## config.mk

```make
export PLATFORM = sky130hd
export DESIGN_NAME = seg7_scan_monitor
export DESIGN_NICKNAME = d
export VERILOG_FILES = /design/src/rtl/seg7_pkg.sv /design/src/rtl/seg7_scan_monitor_pattern_decode.sv /design/src/rtl/seg7_scan_monitor.sv
export SDC_FILE = /design/constraint.sdc
export NUM_CORES = 1
export LEC_CHECK = 0
export ABC_AREA = 1
export BUFFER_PORTS_ARGS = -buffer_cell sky130_fd_sc_hd__buf_2
export CAP_MARGIN = 20
export CORE_MARGIN = 2
export CORE_UTILIZATION = 39
export DETAILED_ROUTE_END_ITERATION = 7
export GPL_TIMING_DRIVEN = 1
export PLACE_DENSITY = 0.6
export SLEW_MARGIN = 20
export SYNTH_ARGS = -nofsm -noshare
export SYNTH_HDL_FRONTEND = slang
export SYNTH_SLANG_ARGS = --single-unit
```

## constraint.sdc

```tcl
create_clock -name clk -period 3.3 [get_ports clk]
set_input_delay 0.165 -clock clk [delete_from_list [all_inputs] [get_ports clk]]
set_output_delay 0.165 -clock clk [all_outputs]
set_load 0.05 [all_outputs]
```

## src/rtl/seg7_pkg.sv

```systemverilog
// Shared constants and types for the 7-segment scan monitor.
// Segment patterns are {g,f,e,d,c,b,a}, common-cathode, 1 = segment lit.
package seg7_pkg;

  localparam logic [6:0] SEG_0     = 7'b0111111;
  localparam logic [6:0] SEG_1     = 7'b0000110;
  localparam logic [6:0] SEG_2     = 7'b1011011;
  localparam logic [6:0] SEG_3     = 7'b1001111;
  localparam logic [6:0] SEG_4     = 7'b1100110;
  localparam logic [6:0] SEG_5     = 7'b1101101;
  localparam logic [6:0] SEG_6     = 7'b1111101;
  localparam logic [6:0] SEG_7     = 7'b0000111;
  localparam logic [6:0] SEG_8     = 7'b1111111;
  localparam logic [6:0] SEG_9     = 7'b1101111;
  localparam logic [6:0] SEG_A     = 7'b1110111;
  localparam logic [6:0] SEG_P     = 7'b1110011;
  localparam logic [6:0] SEG_F     = 7'b1110001;
  localparam logic [6:0] SEG_L     = 7'b0111000;
  localparam logic [6:0] SEG_DASH  = 7'b1000000;
  // 'S' is indistinguishable from '5' on the bus; it always decodes as 5.
  localparam logic [6:0] SEG_S     = SEG_5;
  localparam logic [6:0] SEG_BLANK = 7'b0000000;

  localparam logic [3:0] CODE_0    = 4'h0;
  localparam logic [3:0] CODE_1    = 4'h1;
  localparam logic [3:0] CODE_2    = 4'h2;
  localparam logic [3:0] CODE_3    = 4'h3;
  localparam logic [3:0] CODE_4    = 4'h4;
  localparam logic [3:0] CODE_5    = 4'h5;
  localparam logic [3:0] CODE_6    = 4'h6;
  localparam logic [3:0] CODE_7    = 4'h7;
  localparam logic [3:0] CODE_8    = 4'h8;
  localparam logic [3:0] CODE_9    = 4'h9;
  localparam logic [3:0] CODE_A    = 4'hA;
  localparam logic [3:0] CODE_P    = 4'hB;
  localparam logic [3:0] CODE_S    = 4'hC;
  localparam logic [3:0] CODE_F    = 4'hD;
  localparam logic [3:0] CODE_L    = 4'hE;
  localparam logic [3:0] CODE_DASH = 4'hF;

  typedef enum logic [1:0] {
    IDLE,
    SETTLE,
    HELD
  } mon_state_t;

endpackage

```

## src/rtl/seg7_scan_monitor_pattern_decode.sv

```systemverilog
// Combinational decode of a 7-segment pattern back to its display code.
module seg7_pattern_decode
  import seg7_pkg::*;
(
  input  logic [6:0] pattern,
  output logic [3:0] code,
  output logic       known,
  output logic       blank
);

  // Map each recognised pattern to its code; blank and unknown give code 0.
  always_comb begin
    code  = CODE_0;
    known = 1'b1;
    blank = 1'b0;
    case (pattern)
      SEG_0:     code = CODE_0;
      SEG_1:     code = CODE_1;
      SEG_2:     code = CODE_2;
      SEG_3:     code = CODE_3;
      SEG_4:     code = CODE_4;
      SEG_5:     code = CODE_5;
      SEG_6:     code = CODE_6;
      SEG_7:     code = CODE_7;
      SEG_8:     code = CODE_8;
      SEG_9:     code = CODE_9;
      SEG_A:     code = CODE_A;
      SEG_P:     code = CODE_P;
      SEG_F:     code = CODE_F;
      SEG_L:     code = CODE_L;
      SEG_DASH:  code = CODE_DASH;
      SEG_BLANK: begin
        known = 1'b0;
        blank = 1'b1;
      end
      default:   known = 1'b0;
    endcase
  end

endmodule

```

## src/rtl/seg7_scan_monitor.sv

```systemverilog
// Observes a multiplexed 7-segment bus, filters each pattern for stability
// and decodes it back to a per-digit display code.
// Optional feature macro: SEG7_MON_PASSFAIL_EN adds pass_seen / fail_seen.
module seg7_scan_monitor
  import seg7_pkg::*;
#(
  parameter int unsigned NUM_DIGITS    = 4,
  parameter int unsigned STABLE_CYCLES = 4,
  localparam int unsigned IDX_W = (NUM_DIGITS > 1) ? $clog2(NUM_DIGITS) : 1
) (
  input  logic                    clk,
  input  logic                    rst_n,
  input  logic [6:0]              seg_in,
  input  logic [NUM_DIGITS-1:0]   dig_en,
  input  logic                    clear,
  output logic [4*NUM_DIGITS-1:0] digit_code,
  output logic [NUM_DIGITS-1:0]   digit_valid,
  output logic                    upd_stb,
  output logic [IDX_W-1:0]        upd_idx,
  output logic                    err_pattern,
  output logic                    err_onehot
`ifdef SEG7_MON_PASSFAIL_EN
  ,
  output logic                    pass_seen,
  output logic                    fail_seen
`endif
);

  localparam int unsigned CNT_W = $clog2(STABLE_CYCLES);
  localparam logic [CNT_W-1:0] CNT_MAX = CNT_W'(STABLE_CYCLES - 1);

  logic [6:0]            seg_q;
  logic [NUM_DIGITS-1:0] dig_q;
  logic [CNT_W-1:0]      cnt;
  mon_state_t            state;

  logic                  sample_same;
  logic                  commit;
  logic                  en_onehot;
  logic [IDX_W-1:0]      en_idx;
  logic [3:0]            dec_code;
  logic                  dec_known;
  logic                  dec_blank;

  seg7_pattern_decode u_decode (
    .pattern (seg_q),
    .code    (dec_code),
    .known   (dec_known),
    .blank   (dec_blank)
  );

  // Stability and one-hot qualification of the currently held sample.
  always_comb begin
    sample_same = (seg_in == seg_q) && (dig_en == dig_q);
    commit      = sample_same && (state == SETTLE) && (cnt == CNT_MAX);
    en_onehot   = (dig_q != '0) &&
                  ((dig_q & (dig_q - NUM_DIGITS'(1))) == '0);
    en_idx      = '0;
    for (int unsigned i = 0; i < NUM_DIGITS; i++) begin
      if (dig_q[i]) en_idx = IDX_W'(i);
    end
  end

  // Sampling, stability FSM and all committed outputs.
  // The commit fires on the edge that would otherwise only confirm the
  // counter is saturated, so the held sample in seg_q/dig_q is what gets
  // decoded; clear overrides the output update but never the FSM/counter.
  always_ff @(posedge clk or negedge rst_n) begin
    if (!rst_n) begin
      seg_q       <= '0;
      dig_q       <= '0;
      cnt         <= '0;
      state       <= IDLE;
      digit_code  <= '0;
      digit_valid <= '0;
      upd_stb     <= 1'b0;
      upd_idx     <= '0;
      err_pattern <= 1'b0;
      err_onehot  <= 1'b0;
    end else begin
      seg_q   <= seg_in;
      dig_q   <= dig_en;
      upd_stb <= 1'b0;

      if (!sample_same) begin
        cnt   <= '0;
        state <= (dig_en == '0) ? IDLE : SETTLE;
      end else begin
        if (cnt != CNT_MAX) cnt <= cnt + CNT_W'(1);
        if (commit) state <= HELD;
      end

      if (clear) begin
        digit_code  <= '0;
        digit_valid <= '0;
        err_pattern <= 1'b0;
        err_onehot  <= 1'b0;
      end else if (commit) begin
        if (!en_onehot) begin
          err_onehot <= 1'b1;
        end else if (dec_known || dec_blank) begin
          for (int unsigned i = 0; i < NUM_DIGITS; i++) begin
            if (dig_q[i]) begin
              digit_code[4*i +: 4] <= dec_code;
              digit_valid[i]       <= dec_known;
            end
          end
          upd_stb <= 1'b1;
          upd_idx <= en_idx;
        end else begin
          err_pattern <= 1'b1;
        end
      end
    end
  end

`ifdef SEG7_MON_PASSFAIL_EN
  logic pass_match;
  logic fail_match;

  // Digits 3..0 spelling "PASS" or "FAIL" (I shown as 1).
  always_comb begin
    pass_match = (&digit_valid[3:0]) &&
                 (digit_code[15:0] == {CODE_P, CODE_A, CODE_5, CODE_5});
    fail_match = (&digit_valid[3:0]) &&
                 (digit_code[15:0] == {CODE_F, CODE_A, CODE_1, CODE_L});
  end

  // Sticky result flags, one cycle behind the captured digits.
  always_ff @(posedge clk or negedge rst_n) begin
    if (!rst_n) begin
      pass_seen <= 1'b0;
      fail_seen <= 1'b0;
    end else if (clear) begin
      pass_seen <= 1'b0;
      fail_seen <= 1'b0;
    end else begin
      if (pass_match) pass_seen <= 1'b1;
      if (fail_match) fail_seen <= 1'b1;
    end
  end
`endif

endmodule

```

# [Yosys cells after proc, flatten, opt, wreduce, memory -nomap -nowiden]
# Cells that the tools add are included.
[totals] wordCells=106 output_inout_bits=25 ff_bits=40
[classes] n_reduce_logical=24 muxes=38 n_addsub=2 n_eq_ne=24 n_bitwise=2
[ops] operator="$eq 7x7->1 const B" count=11
[ops] operator="$mux 16" count=4
[ops] operator="$pmux 4 s14" count=1
[ops] operator="$mux 4" count=8
[ops] operator="$reduce_and 4->1" count=5
[ops] operator="$mux 1" count=19
[ops] operator="$reduce_or 15->1" count=1
[ops] operator="$eq 7x3->1 const B" count=2
[ops] operator="$eq 7x6->1 const B" count=2
[ops] operator="$reduce_bool 2->1" count=7
[ops] operator="$mux 2" count=6
[ops] operator="$logic_not 4->1" count=2
[ops] operator="$eq 7x7->1" count=1
[ops] operator="$logic_not 7->1" count=1
[ops] operator="$ne 2x2->1 const B" count=3
[ops] operator="$and 4x4->4" count=1
[ops] operator="$eq 4x4->1" count=1
[ops] operator="$logic_and 1x1->1" count=4
[ops] operator="$ne 2x1->1 const B" count=2
[ops] operator="$reduce_bool 4->1" count=1
[ops] operator="$sub 4x1->4 const B" count=1
[ops] operator="$reduce_and 3->1" count=1
[ops] operator="$add 2x1->2 const B" count=1
[ops] operator="$eq 2x1->1 const B" count=1
[ops] operator="4 further kinds" count=4

# [Logic depth before layout (Yosys ltp)]
[depth] depth_word=8 mapped_depth=13 ltp_nobuf=12

# [Modules after synthesis]
# A second synthesis with hierarchy kept.
[hier_totals] cells_unflattened=300 hier_area_um2=2265.9
[by_module_without_submodules] mod="seg7_scan_monitor" cells_each=213 seq_area_each_um2=1001.0 area_per_inst_um2=1878.1 n_inst=1
[by_module_without_submodules] mod="seg7_pattern_decode" cells_each=87 seq_area_each_um2=0.0 area_per_inst_um2=387.9 n_inst=1

# [Worst setup path after synthesis]
# No wires, ideal clock.
[synth_timing] path_kind="reg2reg" start="register seg_q[6]" end="register digit_code[12]" path_slack_ns=1.722 stages_incl_launch_ff=12 arrival_ns=1.460 setup_ns=0.118 path_cell_list="dfrtp_1 buf_2 nand2_1 inv_2 nand3b_1 nand3_1 nor2_4 nand3_4 nand3_4 nand2_2 nand2_1 nand2_1"
[synth_between] elab_chain_cells=7 word_cells_on_any_way=33 classes_between="eq/ne: 16; mux: 8; reduce/logical: 9"
[synth_rtl] item="start, declared" line="seg7_scan_monitor.sv:32" text="logic [6:0] seg_q;"
[synth_rtl] item="start signal, assigned" line="seg7_scan_monitor.sv:81" text="seg_q <= seg_in;"
[synth_rtl] item="$eq 7x7->1, or another cell as far along" line="seg7_scan_monitor_pattern_decode.sv:16" text="case (pattern)"
[synth_rtl] item="$pmux 4 s14" line="seg7_scan_monitor_pattern_decode.sv:16"
[synth_rtl] item="$mux 4" line="seg7_scan_monitor.sv:103" text="if (dig_q[i]) begin"
[synth_rtl] item="$mux 16" line="seg7_scan_monitor.sv:101" text="end else if (dec_known || dec_blank) begin"
[synth_rtl] item="$mux 16" line="seg7_scan_monitor.sv:99" text="if (!en_onehot) begin"
[synth_rtl] item="$mux 16" line="seg7_scan_monitor.sv:98" text="end else if (commit) begin"
[synth_rtl] item="$mux 16" line="seg7_scan_monitor.sv:93" text="if (clear) begin"
[synth_rtl] item="end signal, assigned by index" line="seg7_scan_monitor.sv:104" text="digit_code[4*i +: 4] <= dec_code;"
[synth_rtl] item="end, declared" line="seg7_scan_monitor.sv:16" text="output logic [4*NUM_DIGITS-1:0] digit_code,"
# Several ways; a longest one is shown, not always the timed one. The select of a mux whose other input is x is not followed.
# A chain may end at the register's enable or synchronous reset.

# [Worst setup path in the final report]
[layout_timing] start="register seg_q[4]" end="register digit_code[10]"
# Same word-level chain as after synthesis.

==> impl_metrics.py <==
metrics = {
    "synthesis": {
        "yosys.area_share.adder": 0.00576,
        "synth_top_family_by_area": "simple AND/OR/NAND/NOR gates",
        "synthMuxAreaShare": 0,
        "netlist_area_before_placement_mm2": 0.00217,
        "postSynthNetCount": 292,
        "area_share_of_the_leading_cell_type_in_the_synthesized_netlist": 0.461,
        "post_synth_and_or_nand_nor_area_fraction": 0.423,
        "synth-warning-count": 0,
        "synthXorXnorAreaFrac": 0.0242,
        "ys_seq_elements": 40,
        "syn_inst": 277,
        "syn-mean-instance-area_um2": 7.84,
        "post-synth-top-area-cell": "sky130_fd_sc_hd__dfrtp_1",
        "complex_gate_fraction_of_the_synthesized_area": 0.0305,
        "synth_cell_types": 34,
        "synth_top_cells_by_area": "sky130_fd_sc_hd__dfrtp_1 46%, sky130_fd_sc_hd__nand2_1 16%, sky130_fd_sc_hd__nand3_1 8.1%",
        "synth-seq-area-share": 0.461,
    },
    "timing": {
        "clock-skew-final_ns": 0.00403,
        "grt_setup_unrepaired": "no",
        "slew_headroom": 0.400,
        "slew_viol_final": 0,
        "worst_tran_pin_value_ns": 0.900,
        "timing.final.crit_period_ns": 1.86,
        "hold_ws_ns": -0.00199,
        "finalHoldViolCount": 3,
        "period_share": 0.564,
        "maximum_clock_frequency_ghz": 0.537,
        "timing.setup.tns_ns": 0,
        "setup_viol_count_final": 0,
    },
    "job": {
        "maxCapViolations": 0,
    },
    "finish": {
        "top_library_cells_by_usage_in_the_layout_fill_and_taps_aside": "95 x sky130_fd_sc_hd__nand2_1, 40 x sky130_fd_sc_hd__dfrtp_1, 38 x sky130_fd_sc_hd__buf_2, 35 x sky130_fd_sc_hd__nand3_1, 26 x sky130_fd_sc_hd__nor2_1",
        "design_area_mm2": 0.00258,
        "final_util": 0.475,
        "antenna_cell_count": 0,
        "final_layout_size_suffix_gt1_frac": 0.226,
        "most_frequent_standard_cell_in_the_layout_excluding_fill_and_tap_cells": "sky130_fd_sc_hd__nand2_1",
        "flow.area_growth_from_synthesis_pct": 19.0,
        "final_cell_count_no_fill": 395,
        "num-nets-final": 337,
    },
    "placement": {
        "placement.cell_area_mm2": 0.00244,
        "dpl.hpwl_um": 3570,
        "placedCellCount": 383,
        "io_buffers": 38,
        "globalplace.congestion": 0.836,
    },
    "critical_path": {
        "r2r_startpoint": "seg_q[4]$_DFF_PN0_",
        "path_cells": "clkinv_1 -> nand3_1 -> inv_2 -> nand2_2 -> nand3_1 -> nor2_4 -> nand3_4 -> nand3_4 -> nand2_2 -> nand2_1 -> nand2_1",
        "r2r.worst_path.cells": 11,
        "critical_path_required_ns": 3.49,
        "arrival_ns": 2.05,
        "worst_path_maximum_fanout": 8,
        "r2r-end": "digit_code[10]$_DFFE_PN0P_",
        "cp-start-kind": "register",
        "critPathKind": "register to register",
        "reg2reg_setup_slack_ns": 1.44,
        "worst_setup_path_end_kind": "register",
        "critical_path.max_stage_delay_ns": 0.51,
        "slowest_stage": "sky130_fd_sc_hd__dfrtp_1",
    },
    "routing": {
        "avgRoutedWirePerCell_um": 12.1,
        "drt_drc_violations_left": 0,
        "detailedRoute.firstIterationViolations": 93,
        "drt_wl_total_um": 4760,
        "detail-route-antenna-nets": 0,
        "vias_per_cell": 4.80,
        "dr_total_vias": 1896,
        "drtPass1Iterations": 4,
    },
    "power": {
        "finalPower_w": 0.00104,
        "power_switching_share": 0.262,
        "power.share.clock": 0.376,
        "power.internal_w": 0.000765,
        "leakage_nw": 1.49,
        "combinationalPowerShare": 0.123,
        "power_density_mw_per_mm2": 401,
        "share_seq_of_total_power": 0.501,
        "worst_ir_drop_vdd_uv": 203,
        "reported_net_switching_power_w": 0.000272,
    },
    "die": {
        "core_area_mm2": 0.00544,
        "die_x_um": 78.6,
        "placement_rows": 27,
        "io_pins": 39,
        "fp.dieH_um": 78.6,
        "start_util": 0.399,
        "die-area_mm2": 0.00618,
    },
    "global_route": {
        "globalRouteOverflowTotal": 0,
        "global_route.usage.total": 0.167,
        "grt_pass1_vias": 1809,
        "grt_start_max_net_pins": 41,
        "grt_pass1_wl_um": 8160,
        "grt_antenna_before_repair": 0,
    },
    "clock_tree": {
        "cts_tree": "built",
        "cts_max_path_buffers": 2,
        "cts_hold_buf": 4,
        "cts_setup_buffers": 0,
        "clock_insertion_delay_worst_skew_ns": 0.29,
        "ctsResizeCount": 0,
        "cts_inserted_buffers": 5,
        "cts_sinks": 40,
        "cts-htree-levels": 2,
        "cts.reportedPaths.clkPinSlew_ns": 0.08,
        "clk_root_buffer_cell": "sky130_fd_sc_hd__clkbuf_8",
    },
    "status": {
        "run_status": "finished with violations",
        "failed_checks": "hold timing",
    },
    "worst_hold_path": {
        "worst_hold_class": "primary input to asynchronous set/reset pin",
    },
}
[worst max-delay path by stage]
stage | slack (ns) | startpoint | to
global placement | 1.46 | seg_q[4]$_DFF_PN0_ | digit_code[12]$_DFFE_PN0P_
finish | 1.44 | seg_q[4]$_DFF_PN0_ | digit_code[10]$_DFFE_PN0P_
detailed placement | 1.44 | seg_q[4]$_DFF_PN0_ | digit_code[10]$_DFFE_PN0P_
floorplan | 1.72 | seg_q[6]$_DFF_PN0_ | digit_code[12]$_DFFE_PN0P_
CTS | 1.43 | seg_q[4]$_DFF_PN0_ | digit_code[10]$_DFFE_PN0P_
global route | 1.23 | seg_q[4]$_DFF_PN0_ | digit_code[11]$_DFFE_PN0P_
[area by class of cell]
class,count,area (um^2)
fillers,566,2860
multi-input cells,206,1050
flip-flops and latches,40,1000
repair buffers,43,238
inverters,26,97.6
well taps,72,90.1
clock buffers,6,72.6
clock inverters,2,35.0
[worst max-delay path: cells and delay by family, from the launching register on]
family / cells / cell delay (ns)
buffers and inverters: 2 / 0.22
and+or+nand+nor: 9 / 1.02
DFF: 1 / 0.51
[registers in the layout, summed over array words and instances, names as in the netlist]
| name | flops |
|---|---|
| cnt | 2 |
| digit_valid | 4 |
| err_pattern | 1 |
| state | 2 |
| dig_q | 4 |
| err_onehot | 1 |
| digit_code | 16 |
| upd_stb | 1 |
| seg_q | 7 |
| upd_idx | 2 |
[cell families (layout without fill, tap and decap cells)]
logic type,Yosys count,in the layout
AND/OR/NAND/NOR,188,188
flip-flops,40,40
buffers and inverters,31,77
AO/OA/AOI/OAI,11,11
XOR/XNOR,6,6
adder cells (fa/ha/maj),1,1
[synthesized netlist by cell type]
cell type and count:
sky130_fd_sc_hd__nor2_8 1, sky130_fd_sc_hd__a31oi_1 1, sky130_fd_sc_hd__nand3_2 1, sky130_fd_sc_hd__o31ai_1 1, sky130_fd_sc_hd__nor3_1 1, sky130_fd_sc_hd__dfrtp_1 40, sky130_fd_sc_hd__inv_2 10, sky130_fd_sc_hd__nand3b_1 2
sky130_fd_sc_hd__xor2_1 1, sky130_fd_sc_hd__nor2_2 3, sky130_fd_sc_hd__nand3_1 35, sky130_fd_sc_hd__o21ai_0 1, sky130_fd_sc_hd__ha_1 1, sky130_fd_sc_hd__nor3_2 1, sky130_fd_sc_hd__nor2_4 2, sky130_fd_sc_hd__and3_1 1
sky130_fd_sc_hd__nand2_2 4, sky130_fd_sc_hd__a21oi_1 3, sky130_fd_sc_hd__buf_1 1, sky130_fd_sc_hd__o41ai_1 1, sky130_fd_sc_hd__o21ai_1 2, sky130_fd_sc_hd__nand3_4 5, sky130_fd_sc_hd__o22ai_1 1, sky130_fd_sc_hd__nand2_1 95
sky130_fd_sc_hd__and2_1 1, sky130_fd_sc_hd__buf_4 1, sky130_fd_sc_hd__buf_2 1, sky130_fd_sc_hd__o21bai_1 1, sky130_fd_sc_hd__clkbuf_1 2, sky130_fd_sc_hd__nand4_1 10, sky130_fd_sc_hd__xnor2_1 5, sky130_fd_sc_hd__inv_1 15
sky130_fd_sc_hd__nor2_1 26, sky130_fd_sc_hd__clkinv_1 1
[power groups by stage]
| stage | Combinational, W | Sequential (W) | Clock [W] |
|---|---|---|---|
| 2_1_floorplan | 0.0000665 | 0.000545 | 0 |
| 3_3_place_gp | 0.000125 | 0.000528 | 0 |
| 3_5_place_dp | 0.000125 | 0.000529 | 0 |
| 4_1_cts | 0.000129 | 0.000519 | 0.000409 |
| 5_1_grt | 0.000142 | 0.000521 | 0.000427 |
| 6_report | 0.000127 | 0.000519 | 0.000390 |
[layer usage]
layer | vias up | part of all wire | GRT usage
li1 | 976 | - | -
met1 | 879 | 0.47 | 0.218
met5 | - | 0 | 0
met3 | 7 | 0.041 | 0.0402
met2 | 34 | 0.47 | 0.274
met4 | 0 | 0.013 | 0.0544
[per-stage QoR]
stage	setup WS, ns	hold slack [ns]
finish	1.44	-0.00199
global route	1.23	0.0000646
CTS	1.43	0.000439
detailed placement	1.44	0.301
global placement	1.46	0.299
floorplan	1.72	-0.131
No activity file was read; power rests on OpenSTA's default activity.
